===== config.mk =====
export PLATFORM = sky130hd
export DESIGN_NAME = mem_arbiter
export DESIGN_NICKNAME = d
export VERILOG_FILES = /design/src/rtl/mem_arbiter.sv
export SDC_FILE = /design/constraint.sdc
export NUM_CORES = 1
export LEC_CHECK = 0
export ABC_AREA = 1
export CAP_MARGIN = 20
export CELL_PAD_IN_SITES_DETAIL_PLACEMENT = 1
export CELL_PAD_IN_SITES_GLOBAL_PLACEMENT = 1
export CORE_ASPECT_RATIO = 0.7
export CORE_MARGIN = 2
export CORE_UTILIZATION = 30
export CTS_CLUSTER_DIAMETER = 120
export DETAILED_ROUTE_END_ITERATION = 16
export PLACE_DENSITY = 0.85
export SLEW_MARGIN = 20
export SYNTH_ARGS = -nofsm -noshare
export SYNTH_HDL_FRONTEND = slang
export SYNTH_SLANG_ARGS = --single-unit
export TNS_END_PERCENT = 20

===== constraint.sdc =====
create_clock -name clk -period 3.29 [get_ports clk]
set_clock_uncertainty 0.05 [all_clocks]
set_input_delay 0.8225 -clock clk [delete_from_list [all_inputs] [get_ports clk]]
set_output_delay 0.8225 -clock clk [all_outputs]
set_load 0.05 [all_outputs]

===== src/rtl/mem_arbiter.sv =====
// rtl/mem_arbiter.sv - round-robin CPU/IO arbiter for a single synchronous-read RAM
module mem_arbiter #(
  parameter int ADDRBITS = 16,
  parameter int DATABITS = 16
) (
  input  logic                clk,
  input  logic                reset,
  input  logic                cpu_req,
  input  logic                cpu_we,
  input  logic [ADDRBITS-1:0] cpu_addr,
  input  logic [DATABITS-1:0] cpu_wdata,
  output logic [DATABITS-1:0] cpu_rdata,
  output logic                cpu_done,
  output logic                cpu_stall,
  input  logic                io_req,
  input  logic [ADDRBITS-1:0] io_addr,
  output logic [DATABITS-1:0] io_rdata,
  output logic                io_done,
  output logic                ram_en,
  output logic                ram_we,
  output logic [ADDRBITS-1:0] ram_addr,
  output logic [DATABITS-1:0] ram_wdata,
  input  logic [DATABITS-1:0] ram_rdata
);

  typedef enum logic [2:0] {IDLE, CPU_ACC, CPU_RSP, IO_ACC, IO_RSP} state_t;

  state_t              state, state_nxt;
  logic                last_io;
  logic                grant_cpu, grant_io;
  logic                cpu_elig, io_elig;
  logic [ADDRBITS-1:0] addr_q;
  logic                we_q;
  logic [DATABITS-1:0] wdata_q;

  // A requester whose done is showing this cycle has just been served
  assign cpu_elig  = cpu_req && !cpu_done;
  assign io_elig   = io_req && !io_done;
  assign cpu_stall = cpu_req && !cpu_done;

  // Next-state, grant decision and RAM drive; RAM pins are only live in the access states
  always_comb begin
    state_nxt = state;
    grant_cpu = 1'b0;
    grant_io  = 1'b0;
    ram_en    = 1'b0;
    ram_we    = 1'b0;
    ram_addr  = '0;
    ram_wdata = '0;
    case (state)
      IDLE: begin
        if (cpu_elig && (!io_elig || last_io)) begin
          grant_cpu = 1'b1;
          state_nxt = CPU_ACC;
        end else if (io_elig) begin
          grant_io  = 1'b1;
          state_nxt = IO_ACC;
        end
      end
      CPU_ACC: begin
        ram_en    = 1'b1;
        ram_we    = we_q;
        ram_addr  = addr_q;
        ram_wdata = wdata_q;
        state_nxt = CPU_RSP;
      end
      IO_ACC: begin
        ram_en    = 1'b1;
        ram_addr  = addr_q;
        state_nxt = IO_RSP;
      end
      CPU_RSP: state_nxt = IDLE;
      IO_RSP:  state_nxt = IDLE;
      default: state_nxt = IDLE;
    endcase
  end

  // State register; reset forces IDLE so RAM enables drop without a clock
  always_ff @(posedge clk or posedge reset) begin
    if (reset) state <= IDLE;
    else       state <= state_nxt;
  end

  // Capture the winner's request so later input changes cannot disturb it
  always_ff @(posedge clk or posedge reset) begin
    if (reset) begin
      addr_q  <= '0;
      we_q    <= 1'b0;
      wdata_q <= '0;
      last_io <= 1'b1;
    end else if (grant_cpu) begin
      addr_q  <= cpu_addr;
      we_q    <= cpu_we;
      wdata_q <= cpu_wdata;
      last_io <= 1'b0;
    end else if (grant_io) begin
      addr_q  <= io_addr;
      we_q    <= 1'b0;
      wdata_q <= '0;
      last_io <= 1'b1;
    end
  end

  // Completion: one-cycle done pulse, read data registered on leaving the response state
  always_ff @(posedge clk or posedge reset) begin
    if (reset) begin
      cpu_done  <= 1'b0;
      io_done   <= 1'b0;
      cpu_rdata <= '0;
      io_rdata  <= '0;
    end else begin
      cpu_done <= (state == CPU_RSP);
      io_done  <= (state == IO_RSP);
      if (state == CPU_RSP && !we_q) cpu_rdata <= ram_rdata;
      if (state == IO_RSP)           io_rdata  <= ram_rdata;
    end
  end

endmodule


* Word level (Yosys, flattened, before mapping)
Index checks and enable logic that the tools add are counted.
W data, S select, Z words.
** Operators by class
- Reduce and logical (&&, ||, !) cells :: 12
- Muxes and demuxes :: 20
- Equality and inequality tests :: 5
** Operator list (count)
- $mux W16 :: 6
- $mux W1 :: 11
- $pmux W3 S3 :: 1
- $eq A3 B2 Y1 const B :: 2
- $mux W3 :: 2
- $logic_and A1 B1 Y1 :: 4
- $logic_not A1 Y1 :: 4
- $eq A3 B1 Y1 const B :: 1
- $eq A3 B3 Y1 const B :: 1
- $logic_not A3 Y1 :: 1
- $ne A3 B3 Y1 const B :: 1
- $reduce_bool A2 Y1 :: 1
- $reduce_or A2 Y1 :: 1
- $logic_or A1 B1 Y1 :: 1
** Word-level totals
- Bits of input ports :: 69
- Flip-flop bits (word level) :: 71
- Word-level logic and storage cells :: 46
- Output and inout port bits :: 69

* Depth between registers and ports, before layout
- Depth in word-level cells :: 9
- Depth in mapped cells :: 7
- Depth with buffers taken out :: 6

* Worst setup path after synthesis
Ideal clock, no wire load.
- Path type :: in2out
- Start :: in cpu_req
- End :: out cpu_stall
- Stages :: 3
- Setup slack :: 631 ps
- Buffers on the path :: 1
- Arrival time :: 1787 ps
- Required time :: 2418 ps
- Cell sequence :: inv_1 > nor2_2 > clkbuf_1
** Between the ends
- Cells in the longest elaborated chain, start to end :: 1
** Ends and longest elaborated chain
- from (decl) :: RTL line 8 : input logic cpu_req,
- $logic_and A1 B1 Y1 :: RTL line 39 : assign cpu_stall = cpu_req && !cpu_done;
- to (decl) :: RTL line 14 : output logic cpu_stall,
Every way passes these cells.

* Final worst setup path
- Start :: reg state[0]
- End :: out ram_wdata[11]
** Between the ends
- Cells in the longest elaborated chain, start to end :: 2
** Ends and longest elaborated chain
- from (decl) :: RTL line 28 : state_t state, state_nxt;
- from (signal assigned) :: RTL line 81 : else state <= state_nxt;
- $eq A3 B1 Y1 :: RTL line 50 : case (state)
- $mux W16 :: RTL line 50
- to (decl) :: RTL line 22 : output logic [DATABITS-1:0] ram_wdata,
Every way passes these cells.

==> flow_metrics.py <==
metrics = {
    "status": {
        "status": "finished clean",
    },
    "setup_path": {
        "critPathSlowestCell": "clkinv_1",
        "start_kind": "flop",
        "crit_fanout": 17,
        "cp.arrival_ns": 2.20,
        "crit_path_max_incr_delay_ns": 0.49,
        "end_kind": "output port",
        "path_class": "flop to output port",
        "crit_chain": "inv_1 > nor3_1 > clkinv_1 > nor2_1 > buf_4",
        "required_ns": 2.42,
    },
    "sta": {
        "finalHoldViolations": 0,
        "worstMarginPinSlew_ns": 0.934,
        "setup_tns_ns": 0,
        "slew_headroom_pct": 37.6,
        "clock.fmax_mhz": 325,
        "slew_violations": 0,
        "period_share_pct": 93.4,
        "setup_viol": 0,
        "grt_setup_unrepaired": "no",
        "fin_crit_ns": 3.07,
    },
    "die": {
        "die_x_um": 128,
        "core_area_um2": 10400,
        "initial_utilization_pct": 31.2,
        "dieHeight_um": 91.1,
        "ios": 138,
        "num_rows": 31,
        "dieArea_um2": 11700,
    },
    "clock_network": {
        "cts_tree": "yes",
        "insertion_delay_ns": 0.32,
        "clk_pin_slew_ns": 0.06,
        "cts_sinks": 71,
        "ctsLongestPathBuffers": 2,
        "cts_root_buf": "clkbuf_16",
        "ctsHoldBuffers": 0,
        "h-tree-depth": 3,
        "cts_buffers": 9,
    },
    "synth": {
        "ys_ff_latch": 71,
        "synth_cells": 412,
        "synthFlopType": "dfrtp_1",
        "ys_warn_count": 0,
        "synth.most_common_cell": "nand2_1",
        "syn_area_per_cell_um2": 7.89,
        "synthArstFlopShare_pct": 100,
        "synth.distinct_cells": 22,
        "yosys-top-cells-count": "nand2_1 (99), inv_1 (93), dfrtp_1 (70)",
        "synth.cell_area_um2": 3250,
        "synth_edf_count": 0,
        "synth_top_area_share_pct": 53.9,
        "synthTopCellsByArea": "dfrtp_1 (54%), nand2_1 (11%), inv_1 (11%)",
        "yosysSeqAreaShare_pct": 54.7,
        "syn-num-nets": 481,
        "yosysTopAreaCell": "dfrtp_1",
    },
    "power": {
        "seqPwrFrac_pct": 28.0,
        "p_int_mw": 2.85,
        "clkPwrFrac_pct": 18.3,
        "p_leak_nw": 2.51,
        "power_frac_comb_pct": 53.7,
        "p_sw_mw": 2.62,
        "swShare_pct": 47.9,
        "ir_worst_vdd_mv": 0.669,
        "cellPowerDensity_nw_per_um2": 1090,
    },
    "finish": {
        "diodes": 0,
        "finalNetCount": 615,
        "fin_util_pct": 48.1,
        "syn_to_final_growth_pct": 54.2,
        "instances_no_fill": 683,
        "drive_gt1_share_pct": 8.17,
        "fillers": 1260,
    },
    "route": {
        "wl_per_cell_um": 14.7,
        "wl_met3_um": 933,
        "first_pass_iters": 5,
        "totalWireLength_um": 10000,
        "drcViolationCount": 0,
        "m1WireLength_um": 4430,
        "avgViaCountPerCell": 4.54,
        "wl_met2_um": 4600,
        "via_count": 3098,
        "routed.top_layer": "met4",
        "drt_iter0_drc": 138,
        "ant_nets": 0,
    },
    "placed_design": {
        "dp.cells": 667,
        "dp_hpwl_um": 7350,
        "gp_congestion": 0.715,
        "port-buffer-count": 137,
    },
    "grt": {
        "grt_util_all_layers_pct": 17.9,
        "grt_pass1_vias": 3382,
        "grt_pass1_wl_um": 16500,
        "grt_max_degree": 40,
        "antenna_found_initial": 0,
        "grt.overflow.total": 0,
    },
    "min_path": {
        "hp-class": "flop to flop",
    },
    "job": {
        "maxCapViolations": 0,
    },
}
[worst paths after layout]
check / from / end / cells past startpoint / slack (ns)
setup / recovery: state[0] / ram_wdata[11] / 5 / 0.22
hold / removal: addr_q[5] / addr_q[5] / 2 / 0.43
setup reg to reg: state[0] / wdata_q[3] / 4 / 0.90
hold reg to reg: addr_q[5] / addr_q[5] / 2 / 0.43
max in group asynchronous: reset / io_rdata[8] / 3 / 1.65
min in group asynchronous: reset / addr_q[0] / 2 / 0.89
[sequential cells by signal, indices dropped and copies added, names as in the netlist]
register / count
io_done: 1
state: 3
wdata_q: 16
cpu_rdata: 16
we_q: 1
io_rdata: 16
last_io: 1
addr_q: 16
cpu_done: 1
[metrics by stage]
stage	hold WS (ns)	area (um2)	total power [mW]	setup slack, ns
final	0.428	5010	5.46	0.216
after global routing	0.457	5010	5.84	0.0508
after CTS	0.432	5010	5.53	0.0179
after detailed placement	0.416	4710	4.49	0.345
after global placement	0.414	4710	4.40	0.477
after floorplan	0.399	3250	3.48	0.623
[cells by family (layout without fill, tap and decap cells)]
group                  Yosys count  after routing  synth area share (%)
buffers and inverters          113            252                  13.6
flip-flops                      71             71                  54.7
AND/OR/NAND/NOR                175            175                  23.4
AO/OA/AOI/OAI                   53             53                  8.31
[power groups by stage]
| stage | logic, mW | registers, mW | clock network (mW) |
|---|---|---|---|
| floorplan | 1.28 | 2.20 | 0 |
| global placement | 2.89 | 1.51 | 0 |
| detailed placement | 2.96 | 1.54 | 0 |
| CTS | 2.97 | 1.53 | 1.03 |
| global route | 3.18 | 1.58 | 1.08 |
| finish | 2.93 | 1.53 | 1.00 |
[per-layer routing]
layer | up-vias | track usage, %
li1 | 1514 | -
met5 | - | 0
met3 | 9 | 8.31
met4 | 0 | 4.58
met1 | 1474 | 22.4
met2 | 101 | 28.1
[critical path, delay by kind of cell (launching register included)]
family	cells	cell delay [ns]
buf+inv	3	0.85
flops	1	0.47
simple gates	2	0.54
[cell type report]
type / instances / area (um2) / share of cell area (%)
repair buffers: 140 / 1370 / 27.3
multi-input cells: 228 / 1030 / 20.6
flip-flops and latches: 71 / 1780 / 35.5
clock inverters: 4 / 70.1 / 1.40
inverters: 96 / 363 / 7.24
well taps: 132 / 165 / 3.29
clock buffers: 12 / 236 / 4.72
[repair_timing]
item                       CTS  global route
buffers inserted             0             0
resized for setup            1             1
setup endpoints to repair    1            14
[cells in the final DEF (no fill, tap or decap)]
| cell | Yosys | final |
|---|---|---|
| buf_4 | 0 | 21 |
| clkinv_1 | 1 | 1 |
| dlygate4sd2_1 | 0 | 1 |
| nor3_4 | 1 | 1 |
| clkbuf_1 | 10 | 3 |
| nand4_1 | 16 | 16 |
| inv_1 | 93 | 92 |
| o2bb2ai_1 | 1 | 1 |
| nand2_2 | 0 | 1 |
| o21ai_0 | 50 | 50 |
| o22ai_1 | 1 | 1 |
| nand2_1 | 99 | 98 |
| nand3_4 | 1 | 1 |
| inv_2 | 1 | 2 |
| bufinv_16 | 0 | 2 |
| a21oi_1 | 1 | 1 |
| nand2_4 | 1 | 1 |
| clkbuf_16 | 0 | 9 |
| inv_4 | 1 | 1 |
| clkinv_2 | 0 | 2 |
| dfrtp_1 | 70 | 70 |
| dfstp_2 | 1 | 1 |
| nand3_1 | 19 | 19 |
| nor2_1 | 33 | 33 |
| clkdlybuf4s50_1 | 0 | 116 |
| nor2_2 | 1 | 1 |
| buf_12 | 0 | 2 |
| nor3_1 | 4 | 4 |
(Power assumes the default switching activity.)
